===== src/rtl/cordic_angle_reducer.sv =====
// rtl/cordic_angle_reducer.sv - folds a signed angle into [0, 2*pi) and splits it into quadrant plus residual
module cordic_angle_reducer #(
  parameter int W        = 32,
  parameter int FRAC     = 28,
  parameter int TWO_PI   = 1686629713,
  parameter int PI       = 843314857,
  parameter int HALF_PI  = 421657428,
  parameter int PI_3_2   = 1264972285,
  parameter int MAX_WRAP = 4
) (
  input  logic         clk,
  input  logic         reset,
  input  logic         start,
  input  logic [W-1:0] angle_in,
  input  logic         ack,
  output logic         busy,
  output logic         ready,
  output logic         err,
  output logic [1:0]   region,
  output logic [W-1:0] angle_red
);

  // Integer bits must cover 2*pi plus a sign bit, otherwise the constants do not fit.
  localparam int INT_BITS = W - FRAC;
  if (INT_BITS < 4) begin : g_bad_frac
    $error("cordic_angle_reducer: W-FRAC must be at least 4");
  end

  localparam int CW = (MAX_WRAP < 1) ? 1 : $clog2(MAX_WRAP + 1);
  localparam logic [CW-1:0] MAX_CNT = CW'(MAX_WRAP);

  // Accumulator is one bit wider than the angle so a +/-2*pi step never overflows.
  localparam logic signed [W:0] TWO_PI_X = (W+1)'(TWO_PI);
  localparam logic signed [W:0] HALF_PI_X = (W+1)'(HALF_PI);
  localparam logic signed [W:0] PI_X = (W+1)'(PI);
  localparam logic signed [W:0] PI_3_2_X = (W+1)'(PI_3_2);

  // Quadrant base offsets; acc is non-negative and below 2*pi in QUAD so W-bit math suffices.
  localparam logic [W-1:0] HALF_PI_W = W'(HALF_PI);
  localparam logic [W-1:0] PI_W = W'(PI);
  localparam logic [W-1:0] PI_3_2_W = W'(PI_3_2);

  typedef enum logic [1:0] {
    S_IDLE = 2'd0,
    S_WRAP = 2'd1,
    S_QUAD = 2'd2,
    S_DONE = 2'd3
  } state_t;

  state_t               state_q, state_d;
  logic signed [W:0]    acc_q, acc_d;
  logic [CW-1:0]        cnt_q, cnt_d;
  logic                 busy_q, busy_d;
  logic                 ready_q, ready_d;
  logic                 err_q, err_d;
  logic [1:0]           region_q, region_d;
  logic [W-1:0]         angle_red_q, angle_red_d;

  logic                 need_step;

  // Out of [0, 2*pi): another wrap step is required.
  always_comb begin
    need_step = (acc_q < 0) || (acc_q >= TWO_PI_X);
  end

  // Next-state and next-output computation for the reduction FSM.
  always_comb begin
    state_d     = state_q;
    acc_d       = acc_q;
    cnt_d       = cnt_q;
    err_d       = err_q;
    region_d    = region_q;
    angle_red_d = angle_red_q;

    case (state_q)
      S_IDLE: begin
        if (start) begin
          acc_d   = {angle_in[W-1], angle_in};
          cnt_d   = '0;
          state_d = S_WRAP;
        end
      end

      S_WRAP: begin
        if (need_step) begin
          if (cnt_q == MAX_CNT) begin
            err_d       = 1'b1;
            region_d    = 2'b00;
            angle_red_d = '0;
            state_d     = S_DONE;
          end else begin
            acc_d = acc_q[W] ? (acc_q + TWO_PI_X) : (acc_q - TWO_PI_X);
            cnt_d = cnt_q + CW'(1);
          end
        end else begin
          state_d = S_QUAD;
        end
      end

      S_QUAD: begin
        // Exact thresholds belong to the upper quadrant, hence >=.
        if (acc_q >= PI_3_2_X) begin
          region_d    = 2'b11;
          angle_red_d = acc_q[W-1:0] - PI_3_2_W;
        end else if (acc_q >= PI_X) begin
          region_d    = 2'b10;
          angle_red_d = acc_q[W-1:0] - PI_W;
        end else if (acc_q >= HALF_PI_X) begin
          region_d    = 2'b01;
          angle_red_d = acc_q[W-1:0] - HALF_PI_W;
        end else begin
          region_d    = 2'b00;
          angle_red_d = acc_q[W-1:0];
        end
        err_d   = 1'b0;
        state_d = S_DONE;
      end

      S_DONE: begin
        // Ack wins over a simultaneous start; start is only honoured in IDLE.
        if (ack) begin
          state_d = S_IDLE;
        end
      end

      default: begin
        state_d = S_IDLE;
      end
    endcase

    busy_d  = (state_d != S_IDLE);
    ready_d = (state_d == S_DONE);
  end

  // State and registered outputs, synchronous active-high reset.
  always_ff @(posedge clk) begin
    if (reset) begin
      state_q     <= S_IDLE;
      acc_q       <= '0;
      cnt_q       <= '0;
      busy_q      <= 1'b0;
      ready_q     <= 1'b0;
      err_q       <= 1'b0;
      region_q    <= 2'b00;
      angle_red_q <= '0;
    end else begin
      state_q     <= state_d;
      acc_q       <= acc_d;
      cnt_q       <= cnt_d;
      busy_q      <= busy_d;
      ready_q     <= ready_d;
      err_q       <= err_d;
      region_q    <= region_d;
      angle_red_q <= angle_red_d;
    end
  end

  assign busy      = busy_q;
  assign ready     = ready_q;
  assign err       = err_q;
  assign region    = region_q;
  assign angle_red = angle_red_q;

endmodule


===== config.mk =====
export PLATFORM = sky130hd
export DESIGN_NAME = cordic_angle_reducer
export DESIGN_NICKNAME = d
export VERILOG_FILES = /design/src/rtl/cordic_angle_reducer.sv
export SDC_FILE = /design/constraint.sdc
export NUM_CORES = 1
export LEC_CHECK = 0
export ABC_AREA = 1
export BUFFER_PORTS_ARGS = -buffer_cell sky130_fd_sc_hd__clkbuf_2
export CAP_MARGIN = 20
export CORE_MARGIN = 1
export CORE_UTILIZATION = 40
export DETAILED_ROUTE_END_ITERATION = 8
export GPL_TIMING_DRIVEN = 0
export SYNTH_ARGS = -nofsm -noshare
export SYNTH_HDL_FRONTEND = slang
export SYNTH_SLANG_ARGS = --single-unit

===== constraint.sdc =====
create_clock -name clk -period 2.7 [get_ports clk]
set_input_delay 0.405 -clock clk [delete_from_list [all_inputs] [get_ports clk]]
set_output_delay 0.405 -clock clk [all_outputs]
set_load 0.02 [all_outputs]

==> results.md, run 1 <==
- Outcome: completed
- Fin area: 11,190 um2
- Antenna-violating nets left: 0
- Fin Clk Skew: 10.38 ps
- Worst-skew pair later-pin latency: 370 ps
- FFs w/ async S/R, synth: 0
- CP Max Fanout: 10
- Initial DRT Pass Iterations: 6
- Period minus WS final: 2673 ps
- Setup TNS: 0 ps
- CP Capture Type: flip-flop
- CTS tree: built
- Synth Instances: 1,804
- Post-DP HPWL: 40,750 um
- Slew Viols, Final: 0
- Post-synth cell types: 49
- CP max-delay cell: dfxtp_1
- Setup crit start kind: flip-flop
- Vias in the first global route: 11,800
- Hold slack: 329.5 ps
- CTS buffer count: 9
- Core ar.: 22,920 um2
- First-pass GRT wire length: 73,590 um
- Horiz. Die Dim: 155.8 um
- # port buffers: 71
- Share of post-route cells with drive strength above 1: 0.1546
- Seq/Total Area, Yosys: 0.1586
- Yosys Warn Count: 0
- Post-Layout Cell Count: 2,222
- GP Congestion: 1.092
- Cells taking the most area after synthesis: nand2_1, dfxtp_1, nand3_1
- Leak: 5.405 nW
- Io pins: 73
- Maximum vdd ir drop: 0.3940 mV
- Worst slew margin relative to its limit: 0.3398
- H-tree depth: 3
- Initial core utilization: 0.4130
- GRT Residual Overflow: 0
- Row cnt: 55
- Vias after detailed routing: 12,870
- Die height: 155.8 um
- CTS clk-pin slew, worst paths: 70 ps
- Synth top area share: 0.2641
- Gr usage total: 0.4161
- Initial antenna violation count: 0
- DP Area: 10,210 um2
- Largest net degree at the start of global routing: 13
- Post-synth top area cell: nand2_1
- Mapped Area: 9465 um2
- Fmax: 374.1 MHz
- Wire length per cell: 22.75 um
- Clock root cell: clkbuf_16
- Final WL: 50,550 um
- Synthesized flop and latch total: 75
- Starting DRT DRC Count: 1,597
- WP data required: 2910 ps
- CP arrival: 2890 ps
- EDFF count, synth: 0
- Final #Nets: 1,949
- Max clock buf depth: 2
- Hold Fails Final Rpt: 0
- Setup violators final: 0
- Mean Syn Cell Area: 5.247 um2
- Cells along the critical path: clkbuf_2 -> nand2_1 -> inv_1 -> a21oi_2 -> nor2_1 -> nor2_1 -> nand4_1 -> nand2_4 -> inv_2 -> buf_6 -> nand2_1 -> nand3_1 -> a21oi_1
- R2R setup slack: 30 ps
- Critical setup path kind: flip-flop to flip-flop
- Synth Flop Type: dfxtp_1
- Max cap viols: 0
- Layout overhead on the synthesized area: 18.22%
- Final Cycle Share: 0.9901
- Unrepaired setup endpoints after global routing: yes
- P per Cell Area: 965.7 nW/um2
- Slew at the pin with the worst max-slew slack: 990.4 ps
- Sink Count: 75
- Crit-path max cell delay: 480 ps
- Die footprint: 24,280 um2
- # DRC: 0
- Placed cell count: 2,188
- Worst Hold Class: input pin to flip-flop
- Vias/cell: 5.790
- Net count after synthesis: 1,849
metrics by stage:
step	total power [W]	utilization	worst slack, ps
2_1_floorplan	0.006174	-	636.1
3_3_place_gp	0.008456	0.4456	-564.6
3_5_place_dp	0.008457	0.4456	-525.7
4_1_cts	0.01013	0.4705	12.75
5_1_grt	0.01144	0.4882	-60.39
6_report	0.01081	0.4883	26.69
power breakdown:
part           switching (W)  internal, W
clock network       0.000582     0.000928
logic                0.00543      0.00231
registers           0.000232      0.00133
final cells by class:
class	count	area, um2
well taps	313	391.6
clock inverters	4	98.84
fillers	2603	11730
multi-input cells	1497	7239
repair buffers	89	531.8
inverters	137	548.0
clock buffers	11	242.7
plain buffers	95	621.8
flip-flops and latches	75	1513
diodes	1	2.502
routing by layer:
| layer | up-vias | track usage | part of all wire |
|---|---|---|---|
| met2 | 800 | 0.6284 | 0.42 |
| met4 | 0 | 0.2395 | 0.066 |
| met5 | - | 0 | 0 |
| met3 | 154 | 0.08861 | 0.11 |
| met1 | 5877 | 0.5446 | 0.41 |
| li1 | 6034 | - | - |
path summary, 6_finish.rpt:
check | from | endpoint | cells after the start
setup / recovery | acc_q[23]$_SDFFE_PP0P_ | angle_red[4]$_SDFFE_PP0P_ | 13
hold / removal | angle_in[8] | acc_q[8]$_SDFFE_PP0P_ | 3
setup reg to reg | acc_q[23]$_SDFFE_PP0P_ | angle_red[4]$_SDFFE_PP0P_ | 13
hold reg to reg | region[1]$_SDFFE_PP0P_ | region[1]$_SDFFE_PP0P_ | 2
layout by cell type, fill, tap and decap left out, types with 4 or more instances in the layout:
master / n
nor2_1: 200
nand2_2: 14
buf_6: 18
buf_2: 21
clkbuf_1: 25
or2_2: 5
buf_4: 25
nor2_4: 12
a21oi_1: 109
dfxtp_2: 6
o21ai_1: 23
nor3_2: 5
a211oi_1: 4
nor4_1: 5
inv_2: 22
a31oi_1: 11
ha_1: 8
nand3_1: 173
a21oi_2: 7
dfxtp_1: 68
clkbuf_4: 11
o211ai_1: 5
nand4_1: 21
clkbuf_16: 9
nor2_2: 17
nand2_4: 10
xor2_1: 63
nor3_1: 27
clkbuf_2: 77
o21ai_0: 95
inv_1: 104
clkinvlp_4: 5
inv_4: 4
nand2_1: 650
registers in the layout, summed over array words and instances, names as in the netlist:
name       count
acc_q         33
angle_red     32
cnt_q          3
region         2
state_q        2
busy           1
err            1
ready          1
cell usage after synthesis, types with 12 or more instances:
master	count
inv_1	111
inv_2	22
a21oi_1	117
nor3_1	31
dfxtp_1	75
clkbuf_1	32
nand3_1	173
xor2_1	63
o21ai_1	20
o21ai_0	101
buf_6	14
nand4_1	21
nor2_1	224
nand2_1	666
buf_2	42
a31oi_1	12
timing repair:
item | in CTS | in global routing
pin swaps | 1 | 9
hold buffers | 0 | 0
hold endpoints to repair | 0 | 0
setup endpoints to repair | 72 | 71
gates resized for setup | 64 | 88
setup buffers | 4 | 13
cell families (layout without fill, tap and decap cells):
group,after synthesis,count (layout),synth area share
and+or+nand+nor,1153,1153,0.5091
buffers and inverters,232,336,0.1109
xor gates and xnor gates,64,64,0.05922
other,0,1,0
DFF,75,75,0.1586
AOI/OAI and AO/OA,271,271,0.1503
adders and majority gates,9,9,0.01190
critical path: cells and delay by family (launching register included):
family	cells	cell delay, ps
buffers and inverters	4	950
AOI/OAI and AO/OA	2	170
and+or+nand+nor	7	900
DFF	1	480
Power figures use the tool's default switching activity.
==> run 2, diff against run 1 <==
--- a/config.mk
+++ b/config.mk
@@ -9,7 +9,7 @@
 export BUFFER_PORTS_ARGS = -buffer_cell sky130_fd_sc_hd__clkbuf_2
 export CAP_MARGIN = 20
 export CORE_MARGIN = 1
-export CORE_UTILIZATION = 40
+export CORE_UTILIZATION = 30
 export DETAILED_ROUTE_END_ITERATION = 8
 export GPL_TIMING_DRIVEN = 0
 export SYNTH_ARGS = -nofsm -noshare
==> results.md, run 2 (synthesized netlist as in run 1, its figures left out) <==
- Outcome: complete, but fails checks
- Failing checks: design-rule violations
- Most common cell after layout, fill and taps aside: nand2_1
- Gr usage total: 0.3342 (-0.08197)
- Hold buffers post-CTS: 0 (unchanged)
- # port buffers: 71 (unchanged)
- Initial core utilization: 0.3070 (-0.1060)
- Die height: 179.6 um (+15%)
- Largest Register: acc_q
- Fin Clk Skew: 15.47 ps (+5.082 ps)
- Critical setup path kind: flip-flop to flip-flop
- Slew at the pin with the worst max-slew slack: 1127 ps (+136.8 ps)
- Layout overhead on the synthesized area: 19.48%
- Initial antenna violation count: 0 (unchanged)
- Antenna-violating nets left: 0 (unchanged)
- CP Max Fanout: 10 (unchanged)
- Core ar.: 30,830 um2 (+35%)
- GP Congestion: 1.064 (-2.5%)
- Row cnt: 64 (+16%)
- Max FFs per register: 33 (unchanged)
- Vias/cell: 5.589 (-3.5%)
- H-tree depth: 3 (unchanged)
- CTS tree: built
- Worst Hold Class: input pin to flip-flop
- Hold path cells: 5 (+2)
- Largest net degree at the start of global routing: 13 (unchanged)
- Setup violators final: 0 (unchanged)
- GRT Residual Overflow: 0 (unchanged)
- Final #Nets: 1,949 (unchanged)
- Period minus WS final: 2644 ps (-29.03 ps)
- Clock root cell: clkbuf_16
- Worst-skew pair later-pin latency: 380 ps (about the same)
- CP Capture Type: flip-flop
- Post-DP HPWL: 43,640 um (+7.1%)
- RR Endpoint: angle_red[4]$_SDFFE_PP0P_
- Initial DRT Pass Iterations: 9 (+3)
- Hold Fails Final Rpt: 0 (unchanged)
- Setup crit start kind: flip-flop
- Worst R2R Path Depth: 14 (+1)
- RR Startpoint: acc_q[15]$_SDFFE_PP0P_
- CTS clk-pin slew, worst paths: 70 ps (about the same)
- Wire length per cell: 23.51 um (+3.3%)
- ANT cells: 0 (-1)
- Hold_sp: angle_in[15]
- Io pins: 73 (unchanged)
- Commonest non-fill, non-tap cells in the layout: nand2_1, nor2_1, nand3_1
- Slew Viols, Final: 0 (unchanged)
- Final Cycle Share: 0.9794 (-0.01075)
- R2R setup slack: 60 ps (+30 ps)
- Fmax: 378.2 MHz (+1.1%)
- CTS buffer count: 9 (unchanged)
- Share of post-route cells with drive strength above 1: 0.1634 (+0.008824)
- CP arrival: 2940 ps (+50 ps)
- Vias in the first global route: 11,970 (+1.5%)
- # DRC: 10 (+10)
- Vias after detailed routing: 12,880 (+0.13%)
- Pre-CTS setup slack: -652.0 ps (-126.4 ps)
- Final WL: 54,190 um (+7.2%)
- Final core occ: 0.3668 (-0.1214)
- Setup TNS: 0 ps (unchanged)
- Worst slew margin relative to its limit: 0.2458 (-0.09397)
- Setup ws final: 55.72 ps (+29.03 ps)
- Max clock buf depth: 2 (unchanged)
- P per Cell Area: 960.9 nW/um2 (-0.50%)
- Maximum vdd ir drop: 0.4493 mV (+14%)
- Die footprint: 32,270 um2 (+33%)
- Leak: 5.406 nW (about the same)
- FILL cells: 3,580 (+38%)
- Horiz. Die Dim: 179.6 um (+15%)
- WP data required: 2990 ps (+80 ps)
- End of the worst hold path: acc_q[15]$_SDFFE_PP0P_
- Starting DRT DRC Count: 1,445 (-9.5%)
- Sink Count: 75 (unchanged)
- Max cap viols: 0 (unchanged)
- First-pass GRT wire length: 78,760 um (+7.0%)
-- run 2: changes by cell type in the layout (fill, tap and decap cells not counted), moves of 3 or more --
cell and change:
clkbuf_2 +3, buf_6 +7, buf_4 +4, buf_12 -3
o21ai_2 +3, nand2_1 -6, nand2_2 +9, buf_2 -7
-- run 2: critical path: stages (launching register included) --
cell     delay (ps)
dfxtp_1         310
buf_4           190
nand2_1         180
nor2_4          230
inv_2           160
nor3_2          350
nand4_1         200
nand2_4         200
inv_2            90
buf_6           160
nand2_1          80
nand2_2         100
nand2_1          80
nand3_1          70
a21oi_1         130
-- run 2: how the worst max path moves through the flow --
| stage | cells past startpoint | endpoint | from | slack (ps) |
|---|---|---|---|---|
| after floorplan | 16 | acc_q[18]$_SDFFE_PP0P_ | acc_q[2]$_SDFFE_PP0P_ | 640 |
| final | 14 | angle_red[4]$_SDFFE_PP0P_ | acc_q[15]$_SDFFE_PP0P_ | 60 |
| after detailed placement | 13 | angle_red[4]$_SDFFE_PP0P_ | acc_q[24]$_SDFFE_PP0P_ | -650 |
| after global routing | 15 | angle_red[30]$_SDFFE_PP0P_ | acc_q[0]$_SDFFE_PP0P_ | -20 |
| after global placement | 13 | angle_red[4]$_SDFFE_PP0P_ | acc_q[24]$_SDFFE_PP0P_ | -640 |
| after CTS | 15 | angle_red[4]$_SDFFE_PP0P_ | acc_q[6]$_SDFFE_PP0P_ | -60 |
-- run 2: final cells by class --
class | instances | area (um2) | area share
buffer | 95 | 674.4 | 0.05963
clock buffer | 11 | 242.7 | 0.02146
clock inverter | 5 | 100.1 | 0.008851
inverter | 137 | 550.5 | 0.04868
multi-input combinational | 1497 | 7242 | 0.6403
sequential | 75 | 1514 | 0.1339
tap | 396 | 495.5 | 0.04381
timing repair buffer | 89 | 490.5 | 0.04337
-- run 2: power breakdown --
group | switching (W) | internal, W
Sequential | 0.000237 | 0.00133
Combinational | 0.00551 | 0.00231
Clock | 0.000550 | 0.000925
-- run 2: repair_timing --
item	4_1_cts	5_1_grt
gates resized for setup	79	104
setup buffers	7	11
pin swaps	4	10
setup endpoints to repair	71	68
hold endpoints to repair	0	0
-- run 2: metrics by stage --
stage	hold slack (ps)	std cells	power, W	instance area, um2
3_3_place_gp	452.7	2271	0.008573	10320
5_1_grt	360.3	2305	0.01150	11310
6_report	327.4	2305	0.01087	11310
2_1_floorplan	458.3	1804	0.006174	9465
3_5_place_dp	456.0	2271	0.008578	10320
4_1_cts	322.6	2294	0.01032	10940
-- run 2: metal layers --
layer  wire length, um  global-route usage  share of wire  vias to the layer above
met5                 0                   0              0                        -
met2             24090              0.5308           0.44                      668
li1                  -                   -              -                     6055
met4              2568              0.1748          0.047                        0
met3              4075             0.04032          0.075                      109
met1             23450              0.4433           0.43                     6050
